===== config.mk =====
export PLATFORM = sky130hd
export DESIGN_NAME = if_stage
export DESIGN_NICKNAME = d
export VERILOG_FILES = /design/src/rtl/if_stage_pkg.sv /design/src/rtl/if_stage_mux2to1.sv /design/src/rtl/if_stage.sv
export SDC_FILE = /design/constraint.sdc
export NUM_CORES = 1
export LEC_CHECK = 0
export BUFFER_PORTS_ARGS = -buffer_cell sky130_fd_sc_hd__buf_2
export CELL_PAD_IN_SITES_DETAIL_PLACEMENT = 0
export CELL_PAD_IN_SITES_GLOBAL_PLACEMENT = 1
export CORE_MARGIN = 3
export CORE_UTILIZATION = 41
export CTS_BUF_LIST = sky130_fd_sc_hd__clkbuf_16
export DETAILED_ROUTE_END_ITERATION = 10
export PLACE_DENSITY = 0.95
export SKIP_CTS_REPAIR_TIMING = 1
export SLEW_MARGIN = 10
export SYNTH_ARGS = -nofsm -noshare
export SYNTH_HDL_FRONTEND = slang
export SYNTH_SLANG_ARGS = --single-unit

===== constraint.sdc =====
create_clock -name Clk -period 7.4 [get_ports Clk]
set_clock_uncertainty 0.1 [all_clocks]
set_input_delay 1.11 -clock Clk [delete_from_list [all_inputs] [get_ports Clk]]
set_output_delay 1.11 -clock Clk [all_outputs]
set_load 0.005 [all_outputs]

===== src/rtl/if_stage_pkg.sv =====
// Shared definitions for the instruction-fetch stage: FSM encoding,
// default PC reset/increment values and the instruction width.
package if_stage_pkg;

    localparam int unsigned INSTR_W = 32;

    localparam logic [INSTR_W-1:0] RESET_PC_DEFAULT = 32'h0000_0000;
    localparam logic [INSTR_W-1:0] PC_INC_DEFAULT   = 32'd4;

    typedef enum logic [1:0] {
        IDLE = 2'b00,
        REQ  = 2'b01,
        WAIT = 2'b10,
        HOLD = 2'b11
    } state_e;

endpackage


===== src/rtl/if_stage_mux2to1.sv =====
// Generic 2:1 word multiplexer, used as the next-PC selector in if_stage.
module mux2to1 #(
    parameter int unsigned W = 32
) (
    input  logic [W-1:0] Din0,
    input  logic [W-1:0] Din1,
    input  logic         Sel,
    output logic [W-1:0] Dout
);

    assign Dout = Sel ? Din1 : Din0;

endmodule


===== src/rtl/if_stage.sv =====
// Instruction-fetch stage: owns the PC, fetches over a req/rdy memory
// handshake and holds the fetched word until control grants a PC update.
module if_stage
    import if_stage_pkg::*;
#(
    parameter logic [INSTR_W-1:0] RESET_PC = RESET_PC_DEFAULT,
    parameter logic [INSTR_W-1:0] PC_INC   = PC_INC_DEFAULT
) (
    input  logic               Clk,
    input  logic               Reset,
    input  logic               PC_LdEn,
    input  logic               PC_sel,
    input  logic [INSTR_W-1:0] Immed,
    input  logic               Mem_rdy,
    input  logic [INSTR_W-1:0] Mem_data,
    output logic               Mem_req,
    output logic [INSTR_W-1:0] Mem_addr,
    output logic [INSTR_W-1:0] Instr,
    output logic               Instr_valid,
    output logic [INSTR_W-1:0] PC,
    output logic               Busy
);

    state_e             state_q, state_d;
    logic [INSTR_W-1:0] pc_q, pc_d;
    logic [INSTR_W-1:0] instr_q, instr_d;
    logic               instr_valid_q, instr_valid_d;

    logic [INSTR_W-1:0] seq_pc;
    logic [INSTR_W-1:0] branch_pc;
    logic [INSTR_W-1:0] next_pc;

    // Modulo-2^32 arithmetic; the shift drops Immed[31:30].
    assign seq_pc    = pc_q + PC_INC;
    assign branch_pc = seq_pc + (Immed << 2);

    mux2to1 #(
        .W (INSTR_W)
    ) u_next_pc_mux (
        .Din0 (seq_pc),
        .Din1 (branch_pc),
        .Sel  (PC_sel),
        .Dout (next_pc)
    );

    always_comb begin
        state_d       = state_q;
        pc_d          = pc_q;
        instr_d       = instr_q;
        instr_valid_d = instr_valid_q;
        case (state_q)
            IDLE: state_d = REQ;
            REQ, WAIT: begin
                if (Mem_rdy) begin
                    instr_d       = Mem_data;
                    instr_valid_d = 1'b1;
                    state_d       = HOLD;
                end else begin
                    state_d = WAIT;
                end
            end
            HOLD: begin
                if (PC_LdEn) begin
                    pc_d          = next_pc;
                    instr_valid_d = 1'b0;
                    state_d       = REQ;
                end
            end
            default: state_d = IDLE;
        endcase
    end

    always_ff @(posedge Clk or posedge Reset) begin
        if (Reset) begin
            state_q       <= IDLE;
            pc_q          <= RESET_PC;
            instr_q       <= '0;
            instr_valid_q <= 1'b0;
        end else begin
            state_q       <= state_d;
            pc_q          <= pc_d;
            instr_q       <= instr_d;
            instr_valid_q <= instr_valid_d;
        end
    end

    // Request/busy decode straight from state so reset drops them at once.
    assign Mem_req     = (state_q == REQ) || (state_q == WAIT);
    assign Busy        = Mem_req;
    assign Mem_addr    = pc_q;
    assign PC          = pc_q;
    assign Instr       = instr_q;
    assign Instr_valid = instr_valid_q;

endmodule


Word-level counts from Yosys, hierarchy flattened:

Cells that the tools add are included.

* eq/ne operators: 5
* mux-type cells: 7
* add/subtract/negate cells: 2
* reductions and logical operators: 7

Operator list (count)
* 32-bit by 3-bit adder with 32-bit output (second input constant): 1
* 32-bit adder: 1
* 32-bit 2-to-1 mux: 1
* 2-bit one-hot mux with 3 select lines: 1
* 2-bit == test (second input constant): 2
* 2-bit != test (second input constant): 2
* 2-bit AND reduction: 2
* 1-bit 2-to-1 mux: 3
* 3-bit AND reduction: 1
* 2-bit by 1-bit == test with 1-bit output (second input constant): 1
* 2-bit logical NOT: 1
* 2-bit 2-to-1 mux: 1
* 1-bit one-hot mux with 2 select lines: 1
* 2-bit nonzero test: 1
* 2-bit OR reduction: 1
* 1-bit logical OR: 1

* register bits: 67
* bits of input ports: 69
* word-level logic and storage cells: 25

Depth between registers and ports, before layout:

* depth after elaboration: 4
* gate-level depth with buffers: 17
* mapped depth without buffers: 15

By module:

Synthesis repeated with hierarchy kept, for this count alone.

* cells, all modules: 526
* area total of the unflattened synthesis: 5447.7 um2

Modules (own cells, without submodules)
* if_stage: times used 1, cells each 490, area each 4903.5 um2, sequential area each 1676.6 um2
* mux2to1: times used 1, cells each 36, area each 544.3 um2, sequential area each 0.0 um2

Worst setup path before layout:

Ideal clock, no wire load.

* path type: reg-to-reg
* from: register pc_q[2], in the netlist Mem_addr[2]
* to: register pc_q[29], in the netlist Mem_addr[29]
* data arrival time: 3.439 ns
* buffers on the path: 0
* library setup time: 0.069 ns
* cell stages (with the launch flop): 15
* slack: 3.792 ns
* required time: 7.231 ns
* path through: dfrtp_1 > ha_1 > nand3_1 > nor2_1 > and3_2 > xor2_1 > ha_1 > and3_1 > nand4_1 > a21oi_1 > o21bai_1 > o31ai_1 > a41oi_1 > or4_1 > nand3_1

* word-level cells in the longest chain between the ends: 3

RTL lines
* start, declared: line if_stage.sv:25 `logic [INSTR_W-1:0] pc_q, pc_d;`
* start signal, assigned: line if_stage.sv:81 `pc_q <= pc_d;`
* 32-bit by 3-bit adder with 32-bit output (*): line if_stage.sv:34 `assign seq_pc = pc_q + PC_INC;`
* 32-bit adder: line if_stage.sv:35 `assign branch_pc = seq_pc + (Immed << 2);`
* 32-bit 2-to-1 mux (*): line if_stage_mux2to1.sv:11 `assign Dout = Sel ? Din1 : Din0;`

Every way passes the cells marked *; elsewhere a longest branch is shown, timed or not.
A chain may end at the register's enable or synchronous reset.

Worst setup path in the final report:

Same ends and word-level chain as after synthesis.

==> results.py <==
metrics = {
    "outcome": {
        "status": "finished clean",
    },
    "synth": {
        "synth-compound-area-share_pct": 18.7,
        "synth_seq_cells": 65,
        "ys.flop_type": "dfrtp_1",
        "async_flop_share_pct": 100,
        "syn_avg_cell_area_um2": 8.51,
        "syn_inst": 635,
        "yosys_warnings": 0,
        "synth.area.mux_share_pct": 7.80,
        "ys_seq_area_share_pct": 30.1,
        "synth_edf_count": 0,
        "synth-simple-area-share_pct": 18.9,
        "synth_cell_types": 60,
        "netlist_area_mm2": 0.00540,
        "synth_fa_ha_area_share_pct": 9.17,
        "synth_top_family_by_area": "simple AND/OR/NAND/NOR gates",
        "synth_xor_area_share_pct": 7.13,
    },
    "sta": {
        "whs_ps": 397,
        "period_needed_ps": 4660,
        "timing.setup.tns_ps": 0,
        "timing.fmax_mhz": 215,
        "worstMarginPinSlew_ps": 1130,
        "period_share_pct": 63.0,
        "rsz0062_at_grt": "false",
        "final-max-slew-violation-count": 0,
        "max_slew_margin_pct": 24.3,
        "finalSetupViolations": 0,
        "final_hold_viol_count": 0,
    },
    "cells_and_area": {
        "fillers": 1244,
        "nNetsFinal": 858,
        "n_antenna_cell": 0,
        "syn2layout_area_growth_pct": 17.9,
        "layout-drive-gt1-share_pct": 29.1,
        "final_cell_mix": "buf_2, dfrtp_1, a21oi_1",
        "final_common_cell": "buf_2",
    },
    "critical_path": {
        "critPathBufInv": 0,
        "cp-start-kind": "register",
        "critPathKind": "reg2reg",
        "path_cells": "ha_1 > nand3_1 > nor2_1 > and3_2 > xor2_1 > ha_1 > and3_1 > nand4_1 > a21oi_1 > o21bai_1 > o31ai_1 > a41oi_1 > or4_1 > nand3_1",
        "cp_data_arrival_time_ps": 4820,
        "slowest_delay_ps": 670,
        "slowest_stage": "o31ai_1",
        "cp_top_family": "compound AO/OA/AOI/OAI gates",
        "cp_max_fo": 9,
        "cp_data_required_time_ps": 7560,
        "end_kind": "register",
    },
    "drt": {
        "routed_via_density": 5.45,
        "wl_um": 15300,
        "vias": 5051,
        "drtPass1Iterations": 5,
        "antenna_left": 0,
        "drc_errors": 0,
        "wl_per_cell_um": 16.5,
        "drt-initial-drc-count": 297,
    },
    "global_routing": {
        "grt_pass1_vias": 4666,
        "antenna_found_initial": 0,
        "grtUsageTotal_pct": 20.8,
        "grt_first_pass_wirelength_um": 24100,
        "grt_max_degree": 66,
        "grt_overflow": 0,
    },
    "floorplanning": {
        "rows": 41,
        "initial_core_util_pct": 42.3,
        "die_x_um": 121,
        "core-area_mm2": 0.0128,
        "die-area_mm2": 0.0146,
        "die_h_um": 121,
        "io_pins": 168,
    },
    "placement": {
        "numPortBuffers": 161,
        "gp_congestion": 0.925,
        "dp_hpwl_um": 11400,
    },
    "clocking": {
        "clk_pin_slew_ps": 60,
        "clk-insertion-delay-late_ps": 330,
        "cts.sinks": 65,
        "cts_max_path_buffers": 2,
        "cts_root_buf": "clkbuf_16",
        "cts-htree-levels": 3,
        "cts_tree": "built",
        "tritoncts.num_buffers": 9,
    },
    "run": {
        "max-cap-violations": 0,
    },
    "hold_path": {
        "hp-class": "reg2reg",
    },
    "power_and_ir_drop": {
        "p_per_area_mw_per_mm2": 419,
        "leakagePower_uw": 0.00294,
        "ir_drop_mv": 0.174,
    },
}
==> power breakdown <==
| part | internal (µW) | switching (µW) |
|---|---|---|
| combinational | 708 | 798 |
| clock | 257 | 159 |
| sequential | 531 | 219 |
| total | 1500 | 1180 |
==> through the flow <==
stage / util, % / area (µm²) / setup slack (ps) / std cells / power (µW)
global route: 49.9 / 6370 / 2470 / 927 / 2920
global placement: 47.6 / 6080 / 2890 / 911 / 2240
floorplan: - / 5420 / 3790 / 638 / 1830
CTS: 49.9 / 6370 / 2800 / 927 / 2690
finish: 49.9 / 6370 / 2740 / 927 / 2670
detailed placement: 47.6 / 6080 / 2840 / 911 / 2260
==> worst reg2reg max path, stage by stage (launching register included) <==
cell	delay, ps
dfrtp_1	530
ha_1	320
nand3_1	200
nor2_1	220
and3_2	230
xor2_1	80
ha_1	350
and3_1	180
nand4_1	100
a21oi_1	330
o21bai_1	170
o31ai_1	670
a41oi_1	450
or4_1	570
nand3_1	90
==> Yosys cell counts (all sizes together), types with 3 or more instances <==
cell type / count / area share (%)
a221oi: 5 / 0.81
nor3b: 4 / 0.56
ha: 38 / 8.8
dfrtp: 65 / 30
o221ai: 4 / 0.65
or4: 6 / 0.90
a31oi: 4 / 0.46
inv: 14 / 0.97
a32oi: 3 / 0.49
buf: 46 / 5.9
nor2: 52 / 3.6
nor3: 19 / 1.8
o21a: 5 / 0.69
a21o: 8 / 1.1
o21ai: 52 / 4.8
nand4: 16 / 1.9
nand2b: 5 / 0.58
xnor2: 22 / 3.6
mux2: 33 / 6.9
xor2: 22 / 3.6
nand2: 50 / 3.5
and3: 9 / 1.2
and4: 3 / 0.49
o21bai: 4 / 0.56
a22oi: 7 / 0.97
and2: 8 / 0.93
a21oi: 55 / 5.1
or3: 4 / 0.46
mux2i: 5 / 0.93
clkbuf: 18 / 1.3
nand3: 21 / 2.2
==> path summary, 6_finish.rpt <==
| kind | from | to | slack, ps | depth (start not counted) |
|---|---|---|---|---|
| setup / recovery | Mem_addr[2] | Mem_addr[29] | 2740 | 14 |
| hold / removal | Instr[31] | Instr[31] | 400 | 1 |
| setup reg to reg | Mem_addr[2] | Mem_addr[29] | 2740 | 14 |
| hold reg to reg | Instr[31] | Instr[31] | 400 | 1 |
| max in group asynchronous | Reset | Instr[16] | 5710 | 3 |
| min in group asynchronous | Reset | Instr[12] | 930 | 3 |
==> flip-flops by register name (all words and copies together), names as in the netlist <==
| name | cells |
|---|---|
| Instr_valid | 1 |
| state_q | 2 |
| Instr | 32 |
| Mem_addr | 30 |
==> cell type report <==
cell class | count | area [µm²] | share of cell area [%]
Timing Repair Buffer | 165 | 836 | 13.1
Sequential cell | 65 | 1630 | 25.5
Clock inverter | 7 | 63.8 | 1.00
Clock buffer | 9 | 225 | 3.53
Tap cell | 172 | 215 | 3.38
Multi-Input combinational cell | 495 | 3350 | 52.6
Inverter | 14 | 52.6 | 0.825
==> logic make-up after synthesis <==
kind of cell | Yosys count
compound gates | 166
other cells | 1
fa+ha+maj | 39
flops | 65
xor+xnor | 44
buf+inv | 78
mux | 38
simple gates | 204
==> layer usage <==
metal / global-route usage [%] / vias to the layer above / share of wire (%)
met5: 0 / - / 0
met4: 5.38 / 0 / 1.3
met3: 3.70 / 14 / 6.6
met2: 35.5 / 187 / 48
met1: 27.3 / 2351 / 44
li1: - / 2499 / -
No activity file was read; power rests on OpenSTA's default activity.
